==> src/rtl/lcd_pkg.sv <==
// Shared command codes, FSM state encoding and origin-default helper for the
// LCD window controller.
package lcd_pkg;

  typedef enum logic [2:0] {
    CMD_REFLASH = 3'd0,
    CMD_LOAD    = 3'd1,
    CMD_RIGHT   = 3'd2,
    CMD_LEFT    = 3'd3,
    CMD_UP      = 3'd4,
    CMD_DOWN    = 3'd5,
    CMD_MIRROR  = 3'd6,
    CMD_HOME    = 3'd7
  } lcd_cmd_e;

  typedef enum logic [1:0] {
    ST_IDLE    = 2'd0,
    ST_LOAD    = 2'd1,
    ST_UPDATE  = 2'd2,
    ST_DISPLAY = 2'd3
  } lcd_state_e;

  // Centre-ish origin (dim/2-1), pulled back so the window stays inside the image.
  function automatic int origin_default(input int dim, input int win);
    int d;
    d = dim / 2 - 1;
    return (d > dim - win) ? dim - win : d;
  endfunction

endpackage

==> src/rtl/lcd_img_ram.sv <==
// Image buffer: one synchronous write port, one asynchronous read port.
// Addresses beyond DEPTH are ignored on write and read back as zero.
module lcd_img_ram #(
  parameter int DW    = 8,
  parameter int DEPTH = 36,
  parameter int AW    = 7
) (
  input  logic          clk,
  input  logic          we,
  input  logic [AW-1:0] waddr,
  input  logic [DW-1:0] wdata,
  input  logic [AW-1:0] raddr,
  output logic [DW-1:0] rdata
);
  localparam int RAW = $clog2(DEPTH);

  logic [DW-1:0] mem [DEPTH];

  always_ff @(posedge clk) begin
    if (we && (waddr < AW'(DEPTH))) mem[waddr[RAW-1:0]] <= wdata;
  end

  assign rdata = (raddr < AW'(DEPTH)) ? mem[raddr[RAW-1:0]] : '0;

endmodule

==> src/rtl/lcd_win_ctrl.sv <==
// LCD window controller: loads an IMG_W x IMG_H image, then streams a WIN x WIN
// window whose origin and horizontal mirror are steered by commands.
module lcd_win_ctrl
  import lcd_pkg::*;
#(
  parameter int DW    = 8,
  parameter int IMG_W = 6,
  parameter int IMG_H = 6,
  parameter int WIN   = 3
) (
  input  logic          clk,
  input  logic          reset,
  input  logic [DW-1:0] datain,
  input  logic [2:0]    cmd,
  input  logic          cmd_valid,
  output logic [DW-1:0] dataout,
  output logic          output_valid,
  output logic          busy,
  output lcd_state_e    state_dbg
);
  localparam int N  = IMG_W * IMG_H;
  localparam int IW = $clog2(N) + 1;
  localparam int XW = $clog2(IMG_W);
  localparam int YW = $clog2(IMG_H);

  localparam logic [XW-1:0] OX_DEF = XW'(origin_default(IMG_W, WIN));
  localparam logic [YW-1:0] OY_DEF = YW'(origin_default(IMG_H, WIN));
  localparam logic [XW-1:0] OX_MAX = XW'(IMG_W - WIN);
  localparam logic [YW-1:0] OY_MAX = YW'(IMG_H - WIN);

  // Handshake: a command is taken on a rising edge with cmd_valid=1 and busy=0;
  // busy rises on that edge and every cmd_valid seen while busy=1 is dropped.
  lcd_state_e    state_q, state_d;
  lcd_cmd_e      cmd_q;
  logic [IW-1:0] cnt_q, row_q, col_q;
  logic [XW-1:0] ox_q;
  logic [YW-1:0] oy_q;
  logic          mirror_q;
  logic          accept;
  logic          load_done, disp_done;
  logic [IW-1:0] col_eff, rd_addr;
  logic [DW-1:0] rd_data;

  assign accept    = cmd_valid && !busy && (state_q == ST_IDLE);
  assign load_done = (cnt_q == IW'(N - 1));
  assign disp_done = (row_q == IW'(WIN));
  assign state_dbg = state_q;

  assign col_eff = mirror_q ? (IW'(WIN - 1) - col_q) : col_q;
  assign rd_addr = (IW'(oy_q) + row_q) * IW'(IMG_W) + IW'(ox_q) + col_eff;

  lcd_img_ram #(.DW(DW), .DEPTH(N), .AW(IW)) u_ram (
    .clk   (clk),
    .we    (state_q == ST_LOAD),
    .waddr (cnt_q),
    .wdata (datain),
    .raddr (rd_addr),
    .rdata (rd_data)
  );

  always_ff @(posedge clk or negedge reset) begin
    if (!reset) state_q <= ST_IDLE;
    else        state_q <= state_d;
  end

  always_comb begin
    state_d = state_q;
    case (state_q)
      ST_IDLE: begin
        if (accept) begin
          case (lcd_cmd_e'(cmd))
            CMD_REFLASH: state_d = ST_DISPLAY;
            CMD_LOAD:    state_d = ST_LOAD;
            default:     state_d = ST_UPDATE;
          endcase
        end
      end
      ST_LOAD:    if (load_done) state_d = ST_DISPLAY;
      ST_UPDATE:  state_d = ST_DISPLAY;
      ST_DISPLAY: if (disp_done) state_d = ST_IDLE;
      default:    state_d = ST_IDLE;
    endcase
  end

  always_ff @(posedge clk or negedge reset) begin
    if (!reset) begin
      busy         <= 1'b0;
      output_valid <= 1'b0;
      dataout      <= '0;
      cmd_q        <= CMD_REFLASH;
      cnt_q        <= '0;
      row_q        <= '0;
      col_q        <= '0;
      ox_q         <= OX_DEF;
      oy_q         <= OY_DEF;
      mirror_q     <= 1'b0;
    end else begin
      case (state_q)
        ST_IDLE: begin
          if (accept) begin
            busy  <= 1'b1;
            cmd_q <= lcd_cmd_e'(cmd);
          end
        end
        ST_LOAD: begin
          if (load_done) begin
            cnt_q    <= '0;
            ox_q     <= OX_DEF;
            oy_q     <= OY_DEF;
            mirror_q <= 1'b0;
          end else begin
            cnt_q <= cnt_q + IW'(1);
          end
        end
        ST_UPDATE: begin
          case (cmd_q)
            CMD_RIGHT:  if (ox_q < OX_MAX) ox_q <= ox_q + XW'(1);
            CMD_LEFT:   if (ox_q != '0)    ox_q <= ox_q - XW'(1);
            CMD_UP:     if (oy_q != '0)    oy_q <= oy_q - YW'(1);
            CMD_DOWN:   if (oy_q < OY_MAX) oy_q <= oy_q + YW'(1);
            CMD_MIRROR: mirror_q <= ~mirror_q;
            CMD_HOME: begin
              ox_q     <= OX_DEF;
              oy_q     <= OY_DEF;
              mirror_q <= 1'b0;
            end
            default: ;
          endcase
        end
        ST_DISPLAY: begin
          // One extra edge after the last pixel drops valid and busy together.
          if (disp_done) begin
            output_valid <= 1'b0;
            busy         <= 1'b0;
            row_q        <= '0;
            col_q        <= '0;
          end else begin
            output_valid <= 1'b1;
            dataout      <= rd_data;
            if (col_q == IW'(WIN - 1)) begin
              col_q <= '0;
              row_q <= row_q + IW'(1);
            end else begin
              col_q <= col_q + IW'(1);
            end
          end
        end
        default: ;
      endcase
    end
  end

endmodule

==> config.mk <==
export PLATFORM = sky130hd
export DESIGN_NAME = lcd_win_ctrl
export DESIGN_NICKNAME = d
export VERILOG_FILES = /design/src/rtl/lcd_pkg.sv /design/src/rtl/lcd_img_ram.sv /design/src/rtl/lcd_win_ctrl.sv
export SDC_FILE = /design/constraint.sdc
export NUM_CORES = 1
export LEC_CHECK = 0
export ABC_AREA = 0
export BUFFER_PORTS_ARGS = -buffer_cell sky130_fd_sc_hd__buf_2
export CAP_MARGIN = 10
export CORE_UTILIZATION = 45
export DETAILED_ROUTE_END_ITERATION = 10
export HOLD_SLACK_MARGIN = 0.15
export PLACE_DENSITY = 0.7
export SLEW_MARGIN = 5
export SYNTH_ARGS = -nofsm -noshare
export SYNTH_HDL_FRONTEND = slang
export SYNTH_SLANG_ARGS = --single-unit
==> constraint.sdc <==
create_clock -name clk -period 5.47 [get_ports clk]
set_clock_uncertainty 0.15 [all_clocks]
set_input_delay 0.2735 -clock clk [delete_from_list [all_inputs] [get_ports clk]]
set_output_delay 0.2735 -clock clk [all_outputs]
set_load 0.02 [all_outputs]
==> results of run 1 <==
## power by group
part	internal [mW]	switching [mW]	total, mW
logic	0.00606	0.0430	0.0491
clock network	1.44	0.959	2.40
registers	2.75	0	2.75
## worst max-delay path, delay by kind of cell (launching register included)
kind | cells | cell delay [ns]
muxes | 1 | 0.30
and+or+nand+nor | 1 | 0.32
DFF | 1 | 0.44
buffers and inverters | 1 | 0.31
adders and majority gates | 5 | 2.69
AOI/OAI and AO/OA | 3 | 0.45
## kinds of logic (layout without fill, tap and decap cells)
logic type,count (synthesis),after routing,synth area share
adder cells (fa/ha/maj),29,29,0.0290
buffers and inverters,59,128,0.0171
AO/OA/AOI/OAI,94,94,0.0394
XOR/XNOR,34,34,0.0227
AND/OR/NAND/NOR,202,202,0.0675
multiplexers,97,97,0.134
flip-flops,331,331,0.691
## registers in the layout, indices dropped and copies added (netlist names)
signal / cells
dataout: 8
cmd_q: 3
ox_q: 3
output_valid: 1
state_dbg: 2
mirror_q: 1
u_ram.mem: 288
row_q: 7
cnt_q: 7
oy_q: 3
busy: 1
col_q: 7
## cells in the final DEF, fill, tap and decap left out, types with 9 or more instances in the layout
| cell type | n |
|---|---|
| sky130_fd_sc_hd__inv_1 | 22 |
| sky130_fd_sc_hd__nand3_1 | 15 |
| sky130_fd_sc_hd__mux4_2 | 72 |
| sky130_fd_sc_hd__dfrtp_1 | 41 |
| sky130_fd_sc_hd__ha_1 | 21 |
| sky130_fd_sc_hd__mux2i_1 | 17 |
| sky130_fd_sc_hd__edfxtp_1 | 288 |
| sky130_fd_sc_hd__nor3_1 | 9 |
| sky130_fd_sc_hd__nand2_1 | 71 |
| sky130_fd_sc_hd__clkbuf_16 | 35 |
| sky130_fd_sc_hd__o21ai_0 | 25 |
| sky130_fd_sc_hd__a211oi_1 | 15 |
| sky130_fd_sc_hd__clkbuf_1 | 9 |
| sky130_fd_sc_hd__xnor2_1 | 17 |
| sky130_fd_sc_hd__nor2b_1 | 10 |
| sky130_fd_sc_hd__nor2_1 | 57 |
| sky130_fd_sc_hd__a21oi_1 | 35 |
| sky130_fd_sc_hd__xor2_1 | 14 |
| sky130_fd_sc_hd__buf_2 | 25 |
| sky130_fd_sc_hd__buf_4 | 13 |
## what timing repair did
item / CTS / global route
endpoints found under the setup margin: 0 / 0
hold buffers: 8 / 0
setup buffers: 0 / 0
hold endpoints to repair: 47 / 0
## worst max path at each step
| stage | start | endpoint | slack [ns] | cells past startpoint |
|---|---|---|---|---|
| floorplan | oy_q[0] | dataout[3] | 1.25 | 12 |
| finish | oy_q[0] | dataout[3] | 0.69 | 11 |
| CTS | oy_q[0] | dataout[3] | 0.68 | 11 |
| global route | oy_q[0] | dataout[3] | 0.51 | 11 |
| detailed placement | oy_q[0] | dataout[2] | 0.72 | 11 |
| global placement | oy_q[0] | dataout[2] | 0.79 | 11 |
## cell type report
| type | instances | area (sq um) |
|---|---|---|
| multi-input cells | 456 | 4150 |
| clock inverters | 15 | 238 |
| fillers | 2440 | 14800 |
| inverters | 22 | 82.6 |
| flip-flops and latches | 331 | 9730 |
| repair buffers | 46 | 303 |
| clock buffers | 45 | 923 |
| well taps | 396 | 495 |
## stage by stage
stage	setup slack, ns	std cells	instance area, sq um	hold slack, ns	util
5_1_grt	0.506	1311	15900	0.175	0.519
4_1_cts	0.678	1311	15900	0.153	0.519
3_5_place_dp	0.722	1243	14700	0.324	0.479
2_1_floorplan	1.25	846	14100	-0.172	-
3_3_place_gp	0.792	1243	14700	0.313	0.479
6_report	0.687	1311	15900	0.158	0.519
## per-layer routing
metal	up-vias	routed length, um	track usage
met1	3875	12600	0.261
met5	-	0	0
met3	63	2110	0.0462
met2	302	14500	0.315
met4	0	972	0.0692
li1	3380	-	-
==> impl_results.html, run 1 <==
<table>
<tr><th>Metric</th><th>Value</th></tr>
<tr><th colspan="2">Pwr</th></tr>
<tr><td>Design Power</td><td>5.19 mW</td></tr>
<tr><td>Leak pwr</td><td>5.40 nW</td></tr>
<tr><td>Worst ir drop on vdd</td><td>0.000224 V</td></tr>
<tr><td>Power Density</td><td>326 nW/um^2</td></tr>
<tr><th colspan="2">Final layout</th></tr>
<tr><td>Net count reported at finish</td><td>935</td></tr>
<tr><td>Fraction of final layout cells with drive strength greater than 1</td><td>0.195</td></tr>
<tr><td>Ant. Diodes</td><td>0</td></tr>
<tr><td>Area growth from synthesis to final layout</td><td>13.0%</td></tr>
<tr><th colspan="2">Worst hold path</th></tr>
<tr><td>Type of the tightest min-delay check</td><td>in -&gt; reg</td></tr>
<tr><td>Hold Crit Endpoint</td><td>u_ram.mem[25][2]</td></tr>
<tr><td>Worst Hold Depth</td><td>1</td></tr>
<tr><td>HP Start</td><td>datain[2]</td></tr>
<tr><th colspan="2">Critical path</th></tr>
<tr><td>Type of the worst setup path</td><td>reg -&gt; reg</td></tr>
<tr><td>Required time at the endpoint of the critical path</td><td>5.74 ns</td></tr>
<tr><td>Cells along the critical path</td><td>ha_1 &gt; fa_1 &gt; ha_1 &gt; fa_1 &gt; fa_1 &gt; buf_4 &gt; mux4_2 &gt; a211oi_1 &gt; a211oi_1 &gt; nor4_1 &gt; a21oi_1</td></tr>
<tr><td>Register-to-Register Setup Slack</td><td>0.69 ns</td></tr>
<tr><td>Endpoint of the worst register-to-register path</td><td>dataout[3]</td></tr>
<tr><td>Element type at the critical path end</td><td>flip-flop</td></tr>
<tr><td>Critical Path AT</td><td>5.05 ns</td></tr>
<tr><td>CP max FO</td><td>17</td></tr>
<tr><td>Longest individual stage delay on the worst path</td><td>1.09 ns</td></tr>
<tr><td>Startpoint type of the worst setup path</td><td>flip-flop</td></tr>
<tr><td>Critical-path cell with the highest stage delay</td><td>sky130_fd_sc_hd__fa_1</td></tr>
<tr><td>Most Frequent Cell on Critical Path</td><td>sky130_fd_sc_hd__fa_1</td></tr>
<tr><td>Worst r2r path cells</td><td>11</td></tr>
<tr><td>Reg2reg start</td><td>oy_q[0]</td></tr>
<tr><th colspan="2">Synth</th></tr>
<tr><td>Post-synthesis cell area</td><td>14100 sq um</td></tr>
<tr><td>Cell types with the highest counts after synthesis</td><td>sky130_fd_sc_hd__edfxtp_1, sky130_fd_sc_hd__mux4_2, sky130_fd_sc_hd__nand2_1</td></tr>
<tr><td>Count of cell types in the netlist</td><td>51</td></tr>
<tr><td>Synth warnings</td><td>0</td></tr>
<tr><td>Cell taking the most area after synthesis</td><td>sky130_fd_sc_hd__edfxtp_1</td></tr>
<tr><td>Post-synth EDFFs</td><td>288</td></tr>
<tr><td>Sequential fraction of the synthesis area</td><td>0.691</td></tr>
<tr><td>Cell with the most instances after synthesis</td><td>sky130_fd_sc_hd__edfxtp_1</td></tr>
<tr><td>Share of Yosys cell area claimed by the top area cell type</td><td>0.614</td></tr>
<tr><td>Cells after synthesis</td><td>846</td></tr>
<tr><td>Register bit count reported by yosys</td><td>331</td></tr>
<tr><td>Primary flip-flop cell chosen by synthesis mapping</td><td>sky130_fd_sc_hd__edfxtp_1</td></tr>
<tr><td>Synth area leaders</td><td>sky130_fd_sc_hd__edfxtp_1, sky130_fd_sc_hd__mux4_2, sky130_fd_sc_hd__dfrtp_1, sky130_fd_sc_hd__ha_1, sky130_fd_sc_hd__nand2_1</td></tr>
<tr><td>Average cell area after synthesis</td><td>16.6 sq um</td></tr>
<tr><td>Async SR Flop Fraction</td><td>0.130</td></tr>
<tr><td>Net count after synthesis</td><td>889</td></tr>
<tr><th colspan="2">Die</th></tr>
<tr><td>Die span in x</td><td>179 um</td></tr>
<tr><td>Standard cell core area</td><td>30700 sq um</td></tr>
<tr><td>Die height</td><td>179 um</td></tr>
<tr><td>Row count</td><td>64</td></tr>
<tr><td>Top-level I/O count</td><td>26</td></tr>
<tr><td>Initial Util</td><td>0.459</td></tr>
<tr><td>Die area</td><td>32000 sq um</td></tr>
<tr><th colspan="2">CTS</th></tr>
<tr><td>Clock buffer count from CTS</td><td>35</td></tr>
<tr><td>Clock transition at path regs</td><td>0.06 ns</td></tr>
<tr><td>Worst-case clock buffer depth</td><td>3</td></tr>
<tr><td>TritonCTS clock tree</td><td>built</td></tr>
<tr><td>Clock tree root driver cell</td><td>sky130_fd_sc_hd__clkbuf_16</td></tr>
<tr><td>Insertion delay to the later sink of the worst-skew pair</td><td>0.54 ns</td></tr>
<tr><td>Count of clock tree sinks</td><td>331</td></tr>
<tr><td>Resized cells post-CTS</td><td>0</td></tr>
<tr><td>Number of H-tree levels</td><td>2</td></tr>
<tr><th colspan="2">STA</th></tr>
<tr><td>Final setup fails</td><td>0</td></tr>
<tr><td>Final-layout setup total negative slack</td><td>0 ns</td></tr>
<tr><td>Max Transition Viols Final</td><td>0</td></tr>
<tr><td>Max Freq</td><td>0.209 GHz</td></tr>
<tr><td>Worst Tran Pin Value</td><td>1.08 ns</td></tr>
<tr><td>Final Hold Violating Endpoints</td><td>0</td></tr>
<tr><td>RSZ-0062 raised after global routing</td><td>false</td></tr>
<tr><td>Final period demand of the worst path</td><td>4.78 ns</td></tr>
<tr><td>Slew HR</td><td>0.280</td></tr>
<tr><td>Fraction of the cycle the final worst path needs</td><td>0.874</td></tr>
<tr><th colspan="2">Drt</th></tr>
<tr><td>Average detailed-routed wire length per instance</td><td>23.0 um</td></tr>
<tr><td>DRT iter0 DRCs</td><td>902</td></tr>
<tr><td>Routed Antenna Nets</td><td>0</td></tr>
<tr><td>Vias per inst</td><td>5.81</td></tr>
<tr><td>Post-route DRC</td><td>0</td></tr>
<tr><td>Detailed Route WL</td><td>30200 um</td></tr>
<tr><td>Router iterations before antenna repair</td><td>5</td></tr>
<tr><td>Number of vias in the routed layout</td><td>7620</td></tr>
<tr><th colspan="2">Global routing</th></tr>
<tr><td>GRT overflow</td><td>0</td></tr>
<tr><td>Overall global routing resource usage</td><td>0.196</td></tr>
<tr><td>Maximum number of pins on one net before global-route repair</td><td>44</td></tr>
<tr><td>Number of antenna violations at the first check in global routing</td><td>0</td></tr>
<tr><td>Via count of the first global-routing pass</td><td>7599</td></tr>
<tr><td>Global-route wire length before repair</td><td>45600 um</td></tr>
<tr><th colspan="2">Placed design</th></tr>
<tr><td>Buffers added on ports</td><td>25</td></tr>
<tr><td>Total half-perimeter wirelength after legalization and detailed placement</td><td>19000 um</td></tr>
<tr><td>GP Congestion</td><td>0.852</td></tr>
<tr><th colspan="2">Run</th></tr>
<tr><td>Max-cap violations</td><td>0</td></tr>
<tr><th colspan="2">Outcome</th></tr>
<tr><td>Run status</td><td>finished, final reports clean</td></tr>
</table>
Note: power is estimated with default switching activity, not from simulation.
==> run 2: changes to the inputs <==
==> constraint.sdc (replaced) <==
create_clock -name clk -period 5.47 [get_ports clk]
set_clock_uncertainty 0.15 [all_clocks]
set_input_delay 0.547 -clock clk [delete_from_list [all_inputs] [get_ports clk]]
set_output_delay 0.547 -clock clk [all_outputs]
set_load 0.02 [all_outputs]
==> run 2 against run 1 <==
Net effect: first-iteration DRC count fell by 6.8%; critical path depth stayed put; clock-buffer cell count unchanged; sequential power about the same; hold slack better by 0.068 ns; non-clock buffer count fell by 4; sequential share of layout area rose by 0.15 points; via count fell by 0.43%; clock power is essentially flat; register-to-register slack barely moved; sequential cell count did not move.
==> impl_results.html, run 2 (synthesis gave the netlist of run 1 again) <==
<table>
<tr><th>Metric</th><th>Value</th></tr>
<tr><th colspan="2">Final layout</th></tr>
<tr><td>Final standard cell utilization of the core</td><td>0.518 (-0.00131)</td></tr>
<tr><td>Commonest non-fill, non-tap cells in the layout</td><td>sky130_fd_sc_hd__edfxtp_1, sky130_fd_sc_hd__mux4_2, sky130_fd_sc_hd__nand2_1</td></tr>
<tr><td>Ant. Diodes</td><td>0 (unchanged)</td></tr>
<tr><td>Area growth from synthesis to final layout</td><td>12.7%</td></tr>
<tr><td>Filler cells</td><td>2444 (+0.16%)</td></tr>
<tr><td>Most frequent standard cell in the layout excluding fill and tap cells</td><td>sky130_fd_sc_hd__edfxtp_1</td></tr>
<tr><td>Number of flip-flops in the largest register</td><td>288 (unchanged)</td></tr>
<tr><td>Net count reported at finish</td><td>931 (-0.43%)</td></tr>
<tr><td>Fraction of final layout cells with drive strength greater than 1</td><td>0.195 (+0.000854)</td></tr>
<tr><th colspan="2">Global routing</th></tr>
<tr><td>Met3 track demand over resource in global routing</td><td>0.0462 (unchanged)</td></tr>
<tr><td>Busiest grt layer</td><td>met2</td></tr>
<tr><td>Met2 usage in global routing</td><td>0.315 (-0.000322)</td></tr>
<tr><td>Via count of the first global-routing pass</td><td>7593 (-0.079%)</td></tr>
<tr><td>Met1 usage in global routing</td><td>0.261 (unchanged)</td></tr>
<tr><td>GRT overflow</td><td>0 (unchanged)</td></tr>
<tr><td>Global-route wire length before repair</td><td>45600 um (about the same)</td></tr>
<tr><td>Maximum number of pins on one net before global-route repair</td><td>44 (unchanged)</td></tr>
<tr><td>Number of antenna violations at the first check in global routing</td><td>0 (unchanged)</td></tr>
<tr><td>Overall global routing resource usage</td><td>0.196 (about the same)</td></tr>
<tr><th colspan="2">Critical path</th></tr>
<tr><td>Startpoint type of the worst setup path</td><td>flip-flop</td></tr>
<tr><td>Element type at the critical path end</td><td>flip-flop</td></tr>
<tr><td>CP max FO</td><td>17 (unchanged)</td></tr>
<tr><td>Required time at the endpoint of the critical path</td><td>5.74 ns (about the same)</td></tr>
<tr><td>Type of the worst setup path</td><td>reg -&gt; reg</td></tr>
<tr><td>Critical Path AT</td><td>5.05 ns (about the same)</td></tr>
<tr><td>Critical-path cell with the highest stage delay</td><td>sky130_fd_sc_hd__fa_1</td></tr>
<tr><td>Longest individual stage delay on the worst path</td><td>1.08 ns (about the same)</td></tr>
<tr><td>Most Frequent Cell on Critical Path</td><td>sky130_fd_sc_hd__fa_1</td></tr>
<tr><td>Cells along the critical path</td><td>ha_1 &gt; fa_1 &gt; ha_1 &gt; fa_1 &gt; fa_1 &gt; mux4_2 &gt; nor2b_1 &gt; a211oi_1 &gt; a211oi_1 &gt; nor4_1 &gt; a21oi_1</td></tr>
<tr><th colspan="2">CTS</th></tr>
<tr><td>Insertion delay to the later sink of the worst-skew pair</td><td>0.54 ns (about the same)</td></tr>
<tr><td>Clock tree root driver cell</td><td>sky130_fd_sc_hd__clkbuf_16</td></tr>
<tr><td>Clock buffer count from CTS</td><td>35 (unchanged)</td></tr>
<tr><td>Resized cells post-CTS</td><td>0 (unchanged)</td></tr>
<tr><td>Clock transition at path regs</td><td>0.06 ns (about the same)</td></tr>
<tr><td>Post-CTS setup buffer count</td><td>0 (unchanged)</td></tr>
<tr><td>Number of H-tree levels</td><td>2 (unchanged)</td></tr>
<tr><td>TritonCTS clock tree</td><td>built</td></tr>
<tr><td>Hold-fix buffer count after cts</td><td>4 (-4)</td></tr>
<tr><td>Worst-case clock buffer depth</td><td>3 (unchanged)</td></tr>
<tr><td>Count of clock tree sinks</td><td>331 (unchanged)</td></tr>
<tr><th colspan="2">Drt</th></tr>
<tr><td>Router iterations before antenna repair</td><td>6 (+1)</td></tr>
<tr><td>Vias per inst</td><td>5.80 (-0.13%)</td></tr>
<tr><td>Detailed Route WL</td><td>30100 um (-0.34%)</td></tr>
<tr><td>Routed Antenna Nets</td><td>0 (unchanged)</td></tr>
<tr><td>DRT iter0 DRCs</td><td>841 (-6.8%)</td></tr>
<tr><td>Average detailed-routed wire length per instance</td><td>23.0 um (about the same)</td></tr>
<tr><td>Post-route DRC</td><td>0 (unchanged)</td></tr>
<tr><td>Number of vias in the routed layout</td><td>7587 (-0.43%)</td></tr>
<tr><th colspan="2">STA</th></tr>
<tr><td>RSZ-0062 raised after global routing</td><td>false</td></tr>
<tr><td>Fraction of the cycle the final worst path needs</td><td>0.874 (about the same)</td></tr>
<tr><td>Max Freq</td><td>0.209 GHz (about the same)</td></tr>
<tr><td>Max Transition Viols Final</td><td>0 (unchanged)</td></tr>
<tr><td>Final setup fails</td><td>0 (unchanged)</td></tr>
<tr><td>Worst Tran Pin Value</td><td>1.05 ns (-0.0284 ns)</td></tr>
<tr><td>Final-layout setup total negative slack</td><td>0 ns (unchanged)</td></tr>
<tr><td>Final Hold Violating Endpoints</td><td>0 (unchanged)</td></tr>
<tr><td>Final period demand of the worst path</td><td>4.78 ns (-0.00294 ns)</td></tr>
<tr><td>Slew HR</td><td>0.299 (+0.0190)</td></tr>
<tr><th colspan="2">Outcome</th></tr>
<tr><td>Run status</td><td>finished, final reports clean</td></tr>
<tr><th colspan="2">Pwr</th></tr>
<tr><td>P_int</td><td>4.19 mW (about the same)</td></tr>
<tr><td>Combinational power share</td><td>0.009 (about the same)</td></tr>
<tr><td>Leak pwr</td><td>5.37 nW (-0.47%)</td></tr>
<tr><td>Power Density</td><td>327 nW/um^2 (+0.16%)</td></tr>
<tr><td>Fraction of power spent switching nets</td><td>0.192 (-0.000664)</td></tr>
<tr><td>Worst ir drop on vdd</td><td>0.000224 V (+0.28%)</td></tr>
<tr><td>Clock network fraction of design power</td><td>0.461 (about the same)</td></tr>
<tr><td>Part of the power in registers</td><td>0.529 (about the same)</td></tr>
<tr><td>Net Sw Power</td><td>0.998 mW (-0.44%)</td></tr>
<tr><th colspan="2">Die</th></tr>
<tr><td>Die span in x</td><td>179 um (unchanged)</td></tr>
<tr><td>Die area</td><td>32000 sq um (unchanged)</td></tr>
<tr><td>Initial Util</td><td>0.459 (unchanged)</td></tr>
<tr><td>Row count</td><td>64 (unchanged)</td></tr>
<tr><td>Die height</td><td>179 um (unchanged)</td></tr>
<tr><td>Top-level I/O count</td><td>26 (unchanged)</td></tr>
<tr><td>Standard cell core area</td><td>30700 sq um (unchanged)</td></tr>
<tr><th colspan="2">Placed design</th></tr>
<tr><td>Buffers added on ports</td><td>25 (unchanged)</td></tr>
<tr><td>Total half-perimeter wirelength after legalization and detailed placement</td><td>19000 um (unchanged)</td></tr>
<tr><td>GP Congestion</td><td>0.852 (unchanged)</td></tr>
<tr><th colspan="2">Run</th></tr>
<tr><td>Max-cap violations</td><td>0 (unchanged)</td></tr>
<tr><th colspan="2">Worst hold path</th></tr>
<tr><td>Type of the tightest min-delay check</td><td>in -&gt; reg</td></tr>
</table>
[run 2: power by group through the flow]
stage | clock [mW] | combinational (mW) | sequential (mW)
6_report | 2.39 | 0.0480 | 2.75
3_3_place_gp | 0 | 0.0455 | 2.80
3_5_place_dp | 0 | 0.0482 | 2.80
5_1_grt | 2.52 | 0.0537 | 2.74
4_1_cts | 2.43 | 0.0504 | 2.75
2_1_floorplan | 0 | 0.000783 | 2.80
[run 2: final timing paths]
kind | startpoint | to | slack, ns | cells past startpoint
min in group asynchronous | reset | dataout[2] | 0.60 | 2
hold reg to reg | row_q[6] | row_q[6] | 0.33 | 1
setup reg to reg | oy_q[0] | dataout[2] | 0.69 | 11
max in group asynchronous | reset | dataout[7] | 3.93 | 2
setup / recovery | oy_q[0] | dataout[2] | 0.69 | 11
hold / removal | cmd_valid | busy | 0.23 | 3
[run 2: critical path: cells and delay by family (launching register included)]
kind            cells  cell delay, ns
fa+ha+maj           5            2.68
simple gates        2            0.39
flops               1            0.44
mux                 1            0.40
compound gates      3            0.61
[run 2: stage by stage]
stage	worst slack (ns)	hold WS (ns)	instance area, sq um	total power [mW]	instances
after CTS	0.678	0.220	15900	5.23	1307
after global routing	0.506	0.267	15900	5.32	1307
after floorplan	1.25	0.101	14100	2.80	846
after global placement	0.792	0.313	14700	2.84	1243
final	0.690	0.226	15900	5.19	1307
after detailed placement	0.722	0.324	14700	2.85	1243
[run 2: layout make-up]
| class | instances | area, sq um | share of cell area |
|---|---|---|---|
| clock buffers | 45 | 923 | 0.0582 |
| multi-input cells | 456 | 4150 | 0.261 |
| repair buffers | 42 | 263 | 0.0165 |
| flip-flops and latches | 331 | 9730 | 0.613 |
| clock inverters | 15 | 238 | 0.0150 |
| well taps | 396 | 495 | 0.0312 |
| inverters | 22 | 82.6 | 0.00520 |
[run 2: layer usage]
layer / part of all wire / routed length (um) / up-vias
li1: - / - / 3364
met1: 0.42 / 12500 / 3886
met2: 0.48 / 14400 / 277
met3: 0.073 / 2190 / 60
met4: 0.032 / 955 / 0
met5: 0 / 0 / -
